### config.mk
export PLATFORM = sky130hd
export DESIGN_NAME = shared_reg_arb
export DESIGN_NICKNAME = d
export VERILOG_FILES = /design/src/rtl/shared_reg_arb_pkg.sv /design/src/rtl/shared_reg_arb_pick.sv /design/src/rtl/shared_reg_arb.sv
export SDC_FILE = /design/constraint.sdc
export NUM_CORES = 1
export LEC_CHECK = 0
export ABC_AREA = 1
export ABC_CLOCK_PERIOD_IN_PS = 2500
export BUFFER_PORTS_ARGS = -buffer_cell sky130_fd_sc_hd__buf_2
export CORE_AREA = 2 2 60 62
export DETAILED_ROUTE_END_ITERATION = 10
export DIE_AREA = 0 0 62 64
export PLACE_DENSITY = 0.81
export SLEW_MARGIN = 20
export SYNTH_ARGS = -nofsm -noshare
export SYNTH_HDL_FRONTEND = slang
export SYNTH_SLANG_ARGS = --single-unit
### constraint.sdc
create_clock -name i_clk -period 2.5 [get_ports i_clk]
set_clock_uncertainty 0.1 [all_clocks]
set_input_delay 0.25 -clock i_clk [delete_from_list [all_inputs] [get_ports i_clk]]
set_output_delay 0.25 -clock i_clk [all_outputs]
set_load 0.1 [all_outputs]
### src/rtl/shared_reg_arb_pkg.sv
`default_nettype none
// ============================================================================
// Module      : shared_reg_arb_pkg
// Description : Shared types, limits and helpers for the shared register
//               arbiter: FSM state encoding, the hold-window limit and a
//               one-hot index decoder.
// Revision    : 1.0 - initial release
// ============================================================================
package shared_reg_arb_pkg;

    typedef enum logic [1:0] {
        ST_IDLE = 2'd0,
        ST_OPEN = 2'd1,
        ST_ACK  = 2'd2
    } arb_state_t;

    localparam int MAX_HOLD  = 15;
    localparam int c_max_req = 16;

    // Returns a c_max_req-wide vector with only bit idx set. Indices at or
    // beyond n give all zeros. Callers narrow the result to their own width.
    function automatic logic [c_max_req-1:0] onehot(input int unsigned idx,
                                                    input int unsigned n);
        logic [c_max_req-1:0] v;
        v = '0;
        if (idx < n && idx < c_max_req) begin
            v[idx[3:0]] = 1'b1;
        end
        return v;
    endfunction

endpackage
`default_nettype wire

### src/rtl/shared_reg_arb_pick.sv
`default_nettype none
// ============================================================================
// Module      : shared_reg_arb_pick
// Description : Combinational winner selection. Scans the request vector
//               upward from i_ptr, wrapping at N_REQ-1, and returns the first
//               asserted index.
//               With SHARED_REG_ARB_FIXED_PRIO_EN defined the pointer is tied
//               to 0, giving fixed lowest-index-wins priority.
// Ports       : i_req  - request vector
//               i_ptr  - scan start index
//               o_idx  - winning index (0 when o_vld is low)
//               o_vld  - at least one request present
// Revision    : 1.0 - initial release
// ============================================================================
module shared_reg_arb_pick #(
    parameter int N_REQ = 4,
    parameter int IDX_W = $clog2(N_REQ)
) (
    input  logic [N_REQ-1:0] i_req,
    input  logic [IDX_W-1:0] i_ptr,
    output logic [IDX_W-1:0] o_idx,
    output logic             o_vld
);

    logic [IDX_W-1:0] w_ptr;

`ifdef SHARED_REG_ARB_FIXED_PRIO_EN
    logic w_ptr_unused;
    assign w_ptr_unused = ^i_ptr;
    assign w_ptr        = '0;
`else
    assign w_ptr = i_ptr;
`endif

    logic [IDX_W-1:0] w_cand;

    always_comb begin
        o_idx  = '0;
        o_vld  = 1'b0;
        w_cand = '0;
        for (int off = 0; off < N_REQ; off++) begin
            w_cand = IDX_W'((32'(w_ptr) + 32'(off)) % 32'(N_REQ));
            if (!o_vld && i_req[w_cand]) begin
                o_vld = 1'b1;
                o_idx = w_cand;
            end
        end
    end

endmodule
`default_nettype wire

### src/rtl/shared_reg_arb.sv
`default_nettype none
// ============================================================================
// Module      : shared_reg_arb
// Description : Round-robin arbiter/sequencer for one shared latch-style
//               register. A winner is picked in IDLE, its data captured and
//               the latch enable held open for HOLD_CYCLES cycles, then a
//               one-cycle ack is returned to the winner.
//               Macro SHARED_REG_ARB_FIXED_PRIO_EN selects fixed priority
//               (lowest index wins, no rotation pointer).
// Ports       : i_clk   - clock
//               i_srst  - synchronous reset, active high
//               i_req   - per-requester request level
//               i_data  - per-requester write data, slice k = [k*W +: W]
//               o_gnt   - one-hot grant (OPEN and ACK)
//               o_ack   - one-hot completion pulse
//               o_en    - latch enable
//               o_d     - latch data
//               o_busy  - high whenever not IDLE
// Revision    : 1.0 - initial release
// ============================================================================
module shared_reg_arb
    import shared_reg_arb_pkg::*;
#(
    parameter int N_REQ       = 4,
    parameter int W           = 8,
    parameter int HOLD_CYCLES = 2
) (
    input  logic               i_clk,
    input  logic               i_srst,
    input  logic [N_REQ-1:0]   i_req,
    input  logic [N_REQ*W-1:0] i_data,
    output logic [N_REQ-1:0]   o_gnt,
    output logic [N_REQ-1:0]   o_ack,
    output logic               o_en,
    output logic [W-1:0]       o_d,
    output logic               o_busy
);

    localparam int c_idx_w = $clog2(N_REQ);
    localparam int c_cnt_w = $clog2(MAX_HOLD + 1);
    localparam logic [c_cnt_w-1:0] c_hold_load = c_cnt_w'(HOLD_CYCLES - 1);
    localparam logic [c_idx_w-1:0] c_last_idx  = c_idx_w'(N_REQ - 1);

    arb_state_t         r_state, w_state_nxt;
    logic [c_cnt_w-1:0] r_cnt,   w_cnt_nxt;
    logic [c_idx_w-1:0] r_win,   w_win_nxt;
    logic [N_REQ-1:0]   r_gnt,   w_gnt_nxt;
    logic [N_REQ-1:0]   r_ack,   w_ack_nxt;
    logic               r_en,    w_en_nxt;
    logic [W-1:0]       r_d,     w_d_nxt;

    logic [c_idx_w-1:0] w_pick_ptr;
    logic [c_idx_w-1:0] w_pick_idx;
    logic               w_pick_vld;

`ifdef SHARED_REG_ARB_FIXED_PRIO_EN
    assign w_pick_ptr = '0;
`else
    // Rotation pointer: the served requester drops to lowest priority.
    logic [c_idx_w-1:0] r_ptr;

    always_ff @(posedge i_clk) begin
        if (i_srst) begin
            r_ptr <= '0;
        end else if (r_state == ST_ACK) begin
            r_ptr <= (r_win == c_last_idx) ? '0 : r_win + 1'b1;
        end
    end

    assign w_pick_ptr = r_ptr;
`endif

    shared_reg_arb_pick #(
        .N_REQ (N_REQ),
        .IDX_W (c_idx_w)
    ) u_pick (
        .i_req (i_req),
        .i_ptr (w_pick_ptr),
        .o_idx (w_pick_idx),
        .o_vld (w_pick_vld)
    );

    always_ff @(posedge i_clk) begin
        if (i_srst) begin
            r_state <= ST_IDLE;
            r_cnt   <= '0;
            r_win   <= '0;
            r_gnt   <= '0;
            r_ack   <= '0;
            r_en    <= 1'b0;
            r_d     <= '0;
        end else begin
            r_state <= w_state_nxt;
            r_cnt   <= w_cnt_nxt;
            r_win   <= w_win_nxt;
            r_gnt   <= w_gnt_nxt;
            r_ack   <= w_ack_nxt;
            r_en    <= w_en_nxt;
            r_d     <= w_d_nxt;
        end
    end

    always_comb begin
        w_state_nxt = r_state;
        w_cnt_nxt   = r_cnt;
        w_win_nxt   = r_win;
        w_gnt_nxt   = r_gnt;
        w_ack_nxt   = '0;
        w_en_nxt    = r_en;
        w_d_nxt     = r_d;
        case (r_state)
            ST_IDLE: begin
                if (w_pick_vld) begin
                    w_state_nxt = ST_OPEN;
                    w_win_nxt   = w_pick_idx;
                    w_gnt_nxt   = N_REQ'(onehot(32'(w_pick_idx), N_REQ));
                    w_d_nxt     = i_data[32'(w_pick_idx) * W +: W];
                    w_en_nxt    = 1'b1;
                    w_cnt_nxt   = c_hold_load;
                end
            end
            ST_OPEN: begin
                // Counter counts remaining open cycles after the current one.
                if (r_cnt == '0) begin
                    w_state_nxt = ST_ACK;
                    w_en_nxt    = 1'b0;
                    w_ack_nxt   = N_REQ'(onehot(32'(r_win), N_REQ));
                end else begin
                    w_cnt_nxt = r_cnt - 1'b1;
                end
            end
            ST_ACK: begin
                w_state_nxt = ST_IDLE;
                w_gnt_nxt   = '0;
            end
            default: begin
                w_state_nxt = ST_IDLE;
                w_gnt_nxt   = '0;
                w_en_nxt    = 1'b0;
            end
        endcase
    end

    assign o_gnt  = r_gnt;
    assign o_ack  = r_ack;
    assign o_en   = r_en;
    assign o_d    = r_d;
    assign o_busy = (r_state != ST_IDLE);

endmodule
`default_nettype wire

==> run summary, run 1 <==
Net Count, Synth = 320
clk sink count = 27
Period minus WS final = 2070 ps
Min-Delay Path Class = in -> reg
die height = 64 um
MaxCap Viol Count = 0
Die W = 62 um
Achievable Freq = 483 MHz
DIE AREA = 3970 um2
gp weighted congestion = 0.930
Crit Path Max Fanout = 16
pwr dens = 1460 nW/um2
clk slew on worst S/H paths = 150 ps
total CTS buffers = 3
Reg area = 542 um2
worst-margin pin slew = 490 ps
Nets = 375
Crit. End Element = flop
hold path cells = 2
DP Area = 2030 um2
Reg2Reg Depth = 13
worst endpoint required time = 2640 ps
Max clock buf depth = 2
Worst path most repeated cell = nand2_1
Syn Area/Cell = 6.28 um2
Post-Syn Area = 1730 um2
Fin Setup TNS = 0 ps
max incr delay on CP = 470 ps
commonest non-fill, non-tap cell in the layout = nand2_1
vias = 1,773
# hold bufs at CTS = 0
initial antenna violation count = 0
startpoint types = flop
first-pass GRT wire length = 6.53 mm
Final WS setup = 428 ps
port bufs = 55
Ys Warns = 0
slowest stage cell on the critical path = dfxtp_2
Multi-input gate area = 950 um2
later-pin clock latency in the skew report = 330 ps
Place WS = 296 ps
CTS resizes = 0
sequential-to-total area share from yosys stat = 31.2%
diode count = 0
row cnt = 21
Total GRT Usage = 21.2%
ANT nets after route = 0
status = finished, final reports clean
number of synthesized register bits = 27
synthesis-to-layout area growth = 18.8%
worst IR drop on VDD = 0.932 mV
Post-synth EDFFs = 0
post-synth cell types = 28
critical path depth = 13
Setup Fix Bufs, Post-CTS = 0
Finish-stage setup viols = 0
CP top delay family = simple AND/OR/NAND/NOR gates
Mapped Cells = 276
First-pass DRT Iterations = 4
Wirelength per Cell = 10.3 um
Max Transition Viols Final = 0
drt drc = 0
share of layout cells above drive strength 1 = 26.1%
Tcrit/Tclk final = 82.9%
Rel. slew slack = 67.5%
final hold violations = 0
IO Pins = 56
initial DRC count = 90
most frequent cells in the layout = 83 x nand2_1, 55 x buf_2, 42 x inv_1
H-Tree Depth = 1
WP buf/inv = 2
Arr. time, crit path = 2210 ps
CTS root buf = clkbuf_4
unrepaired setup endpoints after global routing = false
Leak = 1.16 nW
largest net degree at the start of global routing = 21
CP cell instances = inv_2, nand2_1, nand3_2, nand2_2, nor2_4, nand2_1, nand2_1, nor2_4, inv_2, nand3_1, nand2_1, nor2_1, nor2_1
GR Overflow Total = 0
kind of critical path = reg -> reg
WL final = 3.88 mm
vias in the first global route = 1,635
predominant post-synthesis flop cell = dfxtp_1
vias per inst = 4.72
initial core utilization = 52.8%
clock tree from TritonCTS = yes
final instance area = 2060 um2
DP HPWL = 3.12 mm
core footprint = 3280 um2
Async SR Flop Fraction = 0%
filler instances = 326
-- worst register-to-register path, stage by stage, from the launching register on --
cell and delay (ps):
dfxtp_2 470, inv_2 120, nand2_1 120, nand3_2 80
nand2_2 110, nor2_4 50, nand2_1 50, nand2_1 80
nor2_4 320, inv_2 160, nand3_1 130, nand2_1 60
nor2_1 90, nor2_1 40
-- synth_stat cells (3+ instances only) --
master / number / area share (%)
nand3b_1: 4 / 1.7
nand2_2: 7 / 2.5
inv_1: 42 / 9.1
nand2_1: 83 / 18
nor2_1: 24 / 5.2
nand3_1: 34 / 9.8
o21ai_0: 7 / 2.0
nor2_4: 3 / 1.9
dfxtp_1: 27 / 31
buf_4: 3 / 1.3
o21ai_1: 5 / 1.4
ha_1: 6 / 4.3
inv_2: 7 / 1.5
a21oi_1: 6 / 1.7
-- state kept, by name, indices dropped and copies added, names as in the netlist --
register	cells
o_ack	4
o_d	8
o_en	1
o_gnt	4
r_cnt	4
r_ptr	2
r_state	2
r_win	2
-- through the flow --
| step | hold slack, ps | util (%) | power [W] | instances |
|---|---|---|---|---|
| after floorplan | 339 | - | 0.00253 | 276 |
| final | 98.0 | 62.7 | 0.00302 | 376 |
| after CTS | 88.6 | 62.7 | 0.00302 | 376 |
| after detailed placement | 342 | 61.8 | 0.00283 | 372 |
| after global placement | 342 | 61.8 | 0.00280 | 372 |
| after global routing | 73.6 | 62.7 | 0.00327 | 376 |
-- final cells by class --
type | instances | area share, %
clock inverter | 1 | 0.365
timing repair buffer | 57 | 14.1
inverter | 50 | 9.23
tap | 46 | 2.79
multi-input combinational | 192 | 46.1
sequential | 27 | 26.3
clock buffer | 3 | 1.09
-- cells by family after synthesis --
group,after synthesis,share of synthesized area (%)
and+or+nand+nor,161,42.3
buffers and inverters,57,14.1
AOI/OAI and AO/OA,24,7.65
DFF,27,31.2
adders and majority gates,6,4.33
xor gates and xnor gates,1,0.505
-- path summary, 6_finish.rpt --
check / startpoint / end / slack [ps]
setup / recovery: r_ptr[0] / o_d[5] / 430
hold / removal: i_srst / r_cnt[3] / 100
setup reg to reg: r_ptr[0] / o_d[5] / 430
hold reg to reg: o_d[2] / o_d[2] / 370
-- routing by layer --
metal / vias up / routed length [um] / global-route usage [%]
met5: - / 0 / 0
met4: 0 / 57 / 5.85
met3: 8 / 248 / 4.45
met2: 58 / 1860 / 34.6
met1: 752 / 1710 / 27.6
li1: 955 / - / -
-- report_power, final --
part | switching (W) | internal (W) | total, W
registers | 0.000100 | 0.000586 | 0.000686
clock network | 0.000129 | 0.0000613 | 0.000191
logic | 0.00164 | 0.000497 | 0.00214
(Power assumes the default switching activity.)
==> run 2: changes to the inputs <==
- ABC_AREA: 1 -> 0
- ABC_CLOCK_PERIOD_IN_PS: 2500 -> 1850
- CORE_AREA: 2 2 60 62 -> 2 2 61 63
- DIE_AREA: 0 0 62 64 -> 0 0 63 65
- PLACE_DENSITY: 0.81 -> 0.72
- clock period: 2.5 -> 1.85 ns (I/O delays scaled with it)
==> run 2 against run 1 <==
Against the previous run:
- via count is 25% lower
- largest power group unchanged
- register-to-register slack worse by 370 ps
- hold slack worse by 52 ps
- sequential share of layout area is 3.6 points higher
- power is 24% lower
- critical endpoint is now o_d[4]
- flip-flop and latch count stayed put
- die area is 3.2% higher
- utilization is 11 points lower
- sequential power is 15% higher
- cell area is 12% lower
- non-clock buffer count is 7 higher
- global-route usage is 5.7 points lower
==> run summary, run 2 <==
Ys Warns = 0 (unchanged)
first-pass GRT wire length = 5.12 mm (-22%)
H-Tree Depth = 1 (unchanged)
Mapped Cells = 161 (-42%)
Arr. time, crit path = 1910 ps (-300 ps)
# hold bufs at CTS = 0 (unchanged)
DP HPWL = 2.31 mm (-26%)
largest net degree at the start of global routing = 19 (-9.5%)
row cnt = 22 (+4.8%)
clk sink count = 27 (unchanged)
initial antenna violation count = 0 (unchanged)
vias in the first global route = 1,157 (-29%)
diode count = 0 (unchanged)
die height = 65 um (+1.6%)
GR Overflow Total = 0 (unchanged)
hold_ws = 46.1 ps (-51.9 ps)
pwr dens = 1260 nW/um2 (-14%)
Syn Area/Cell = 8.84 um2 (+41%)
Nets = 269 (-28%)
Post-synth EDFFs = 0 (unchanged)
Max Transition Viols Final = 0 (unchanged)
origin of the critical flop-to-flop path = r_ptr[0]
Non-Filler Instances = 272 (-28%)
vias per inst = 4.90 (+3.9%)
Min-Delay Path Class = in -> reg
final hold violations = 0 (unchanged)
clk slew on worst S/H paths = 150 ps (about the same)
worst endpoint required time = 1970 ps (-670 ps)
leading area contributor after synthesis = dfxtp_1
CP top delay family = simple AND/OR/NAND/NOR gates
Worst setup startpoint = r_ptr[0]
Period minus WS final = 1790 ps (-283 ps)
most frequent cells after synthesis = 27 x dfxtp_1, 19 x nand2_1, 16 x nor2_1
initial core utilization = 40.7% (-12 points)
MaxCap Viol Count = 0 (unchanged)
post-synth cell types = 32 (+14%)
Synth top area share = 38.0% (+6.8 points)
Die W = 63 um (+1.6%)
initial DRC count = 31 (-66%)
Async SR Flop Fraction = 0% (unchanged)
most frequent cells in the layout = 57 x buf_2, 26 x dfxtp_1, 19 x nand2_1
most instantiated library cell after synthesis = dfxtp_1
status = finished, final reports clean
slowest stage cell on the critical path = or4b_4
Achievable Freq = 559 MHz (+16%)
ANT nets after route = 0 (unchanged)
Rel. slew slack = 67.0% (-0.56 points)
kind of critical path = reg -> reg
core footprint = 3500 um2 (+6.4%)
Post-Syn Area = 1420 um2 (-18%)
synthesis-to-layout area growth = 27.5%
max incr delay on CP = 560 ps (+90 ps)
Place WS = -39.0 ps (-335 ps)
Hold Startpoint = i_data[29]
CTS root buf = clkbuf_4
port bufs = 55 (unchanged)
DIE AREA = 4100 um2 (+3.2%)
startpoint types = flop
max reg flops = 8 (unchanged)
Final WS setup = 61.8 ps (-367 ps)
Crit. End Element = flop
drt drc = 0 (unchanged)
CP cell instances = nor2b_1, or4b_4, buf_6, and2_4, mux2i_2, o211ai_1
Wirelength per Cell = 11.7 um (+14%)
Tcrit/Tclk final = 96.7% (+14 points)
later-pin clock latency in the skew report = 320 ps (about the same)
Design Power = 0.00229 W (-24%)
First-pass DRT Iterations = 4 (unchanged)
Finish-stage setup viols = 0 (unchanged)
Leak = 0.876 nW (-25%)
worst IR drop on VDD = 0.490 mV (-47%)
clock tree from TritonCTS = yes
commonest non-fill, non-tap cell in the layout = buf_2
share of layout cells above drive strength 1 = 36.2% (+10 points)
Crit Path Max Fanout = 5 (-11)
IO Pins = 56 (unchanged)
Max clock buf depth = 2 (unchanged)
gp weighted congestion = 0.825 (-11%)
number of synthesized register bits = 27 (unchanged)
Total GRT Usage = 15.5% (-5.7 points)
vias = 1,332 (-25%)
placed insts = 265 (-29%)
sequential-to-total area share from yosys stat = 38.0% (+6.8 points)
predominant post-synthesis flop cell = dfxtp_1
Net Count, Synth = 205 (-36%)
WP buf/inv = 1 (-1)
total CTS buffers = 3 (unchanged)
Area contributors post-synth = dfxtp_1 38%, mux2i_1 8.4%, ha_1 5.3%, nand2_1 5.0%, a21bo_2 4.9%
WL final = 3.19 mm (-18%)
worst-margin pin slew = 499 ps (+8.48 ps)
[run 2: path summary, 6_finish.rpt]
| path | endpoint | slack (ps) | depth (start not counted) |
|---|---|---|---|
| max | o_d[4] | 60 | 6 |
| min reg2reg | o_gnt[1] | 370 | 2 |
| min | o_d[5] | 50 | 3 |
| max reg2reg | o_d[4] | 60 | 6 |
[run 2: per-layer routing]
metal / vias up / GRT usage, % / part of all wire (%)
met5: - / 0 / 0
met4: 0 / 5.56 / 0.66
met3: 2 / 2.08 / 4.9
met2: 35 / 25.7 / 47
met1: 603 / 20.7 / 47
li1: 692 / - / -
[run 2: report_power, final]
part / leakage [nW] / internal (W) / total, W / switching (W)
clock: 0.0150 / 0.0000845 / 0.000263 / 0.000178
combinational: 0.639 / 0.000347 / 0.00124 / 0.000892
sequential: 0.222 / 0.000704 / 0.000790 / 0.0000864
[run 2: worst register-to-register path: stages (launching register included)]
cell and delay [ps]:
dfxtp_2 360, nor2b_1 60, or4b_4 560, buf_6 150, and2_4 190, mux2i_2 170
o211ai_1 90
[run 2: timing repair]
action | CTS | global route
gates cloned | 0 | 3
endpoints found under the setup margin | 5 | 8
resized for setup | 1 | 4
setup buffers | 0 | 0
[run 2: area by class of cell]
| cell class | instances | area [um2] |
|---|---|---|
| fillers | 349 | 1680 |
| well taps | 48 | 60.1 |
| inverters | 5 | 18.8 |
| flip-flops and latches | 27 | 542 |
| repair buffers | 64 | 342 |
| multi-input cells | 124 | 826 |
| clock buffers | 4 | 26.3 |
[run 2: cells by family (layout without fill, tap and decap cells)]
family / count (synthesis) / count (layout) / share of synthesized area, %
buf+inv: 11 / 73 / 5.10
simple gates: 67 / 68 / 23.0
fa+ha+maj: 6 / 6 / 5.28
xor+xnor: 2 / 2 / 1.23
flops: 27 / 27 / 38.0
mux: 12 / 12 / 8.44
compound gates: 36 / 36 / 19.0
[run 2: through the flow]
stage               area (um2)  TNS (ps)  util, %
floorplan                 1420         0        -
global placement          1760         0     50.3
detailed placement        1760      -256     50.3
CTS                       1780         0     51.0
global route              1810     -2.84     51.9
finish                    1810         0     51.9
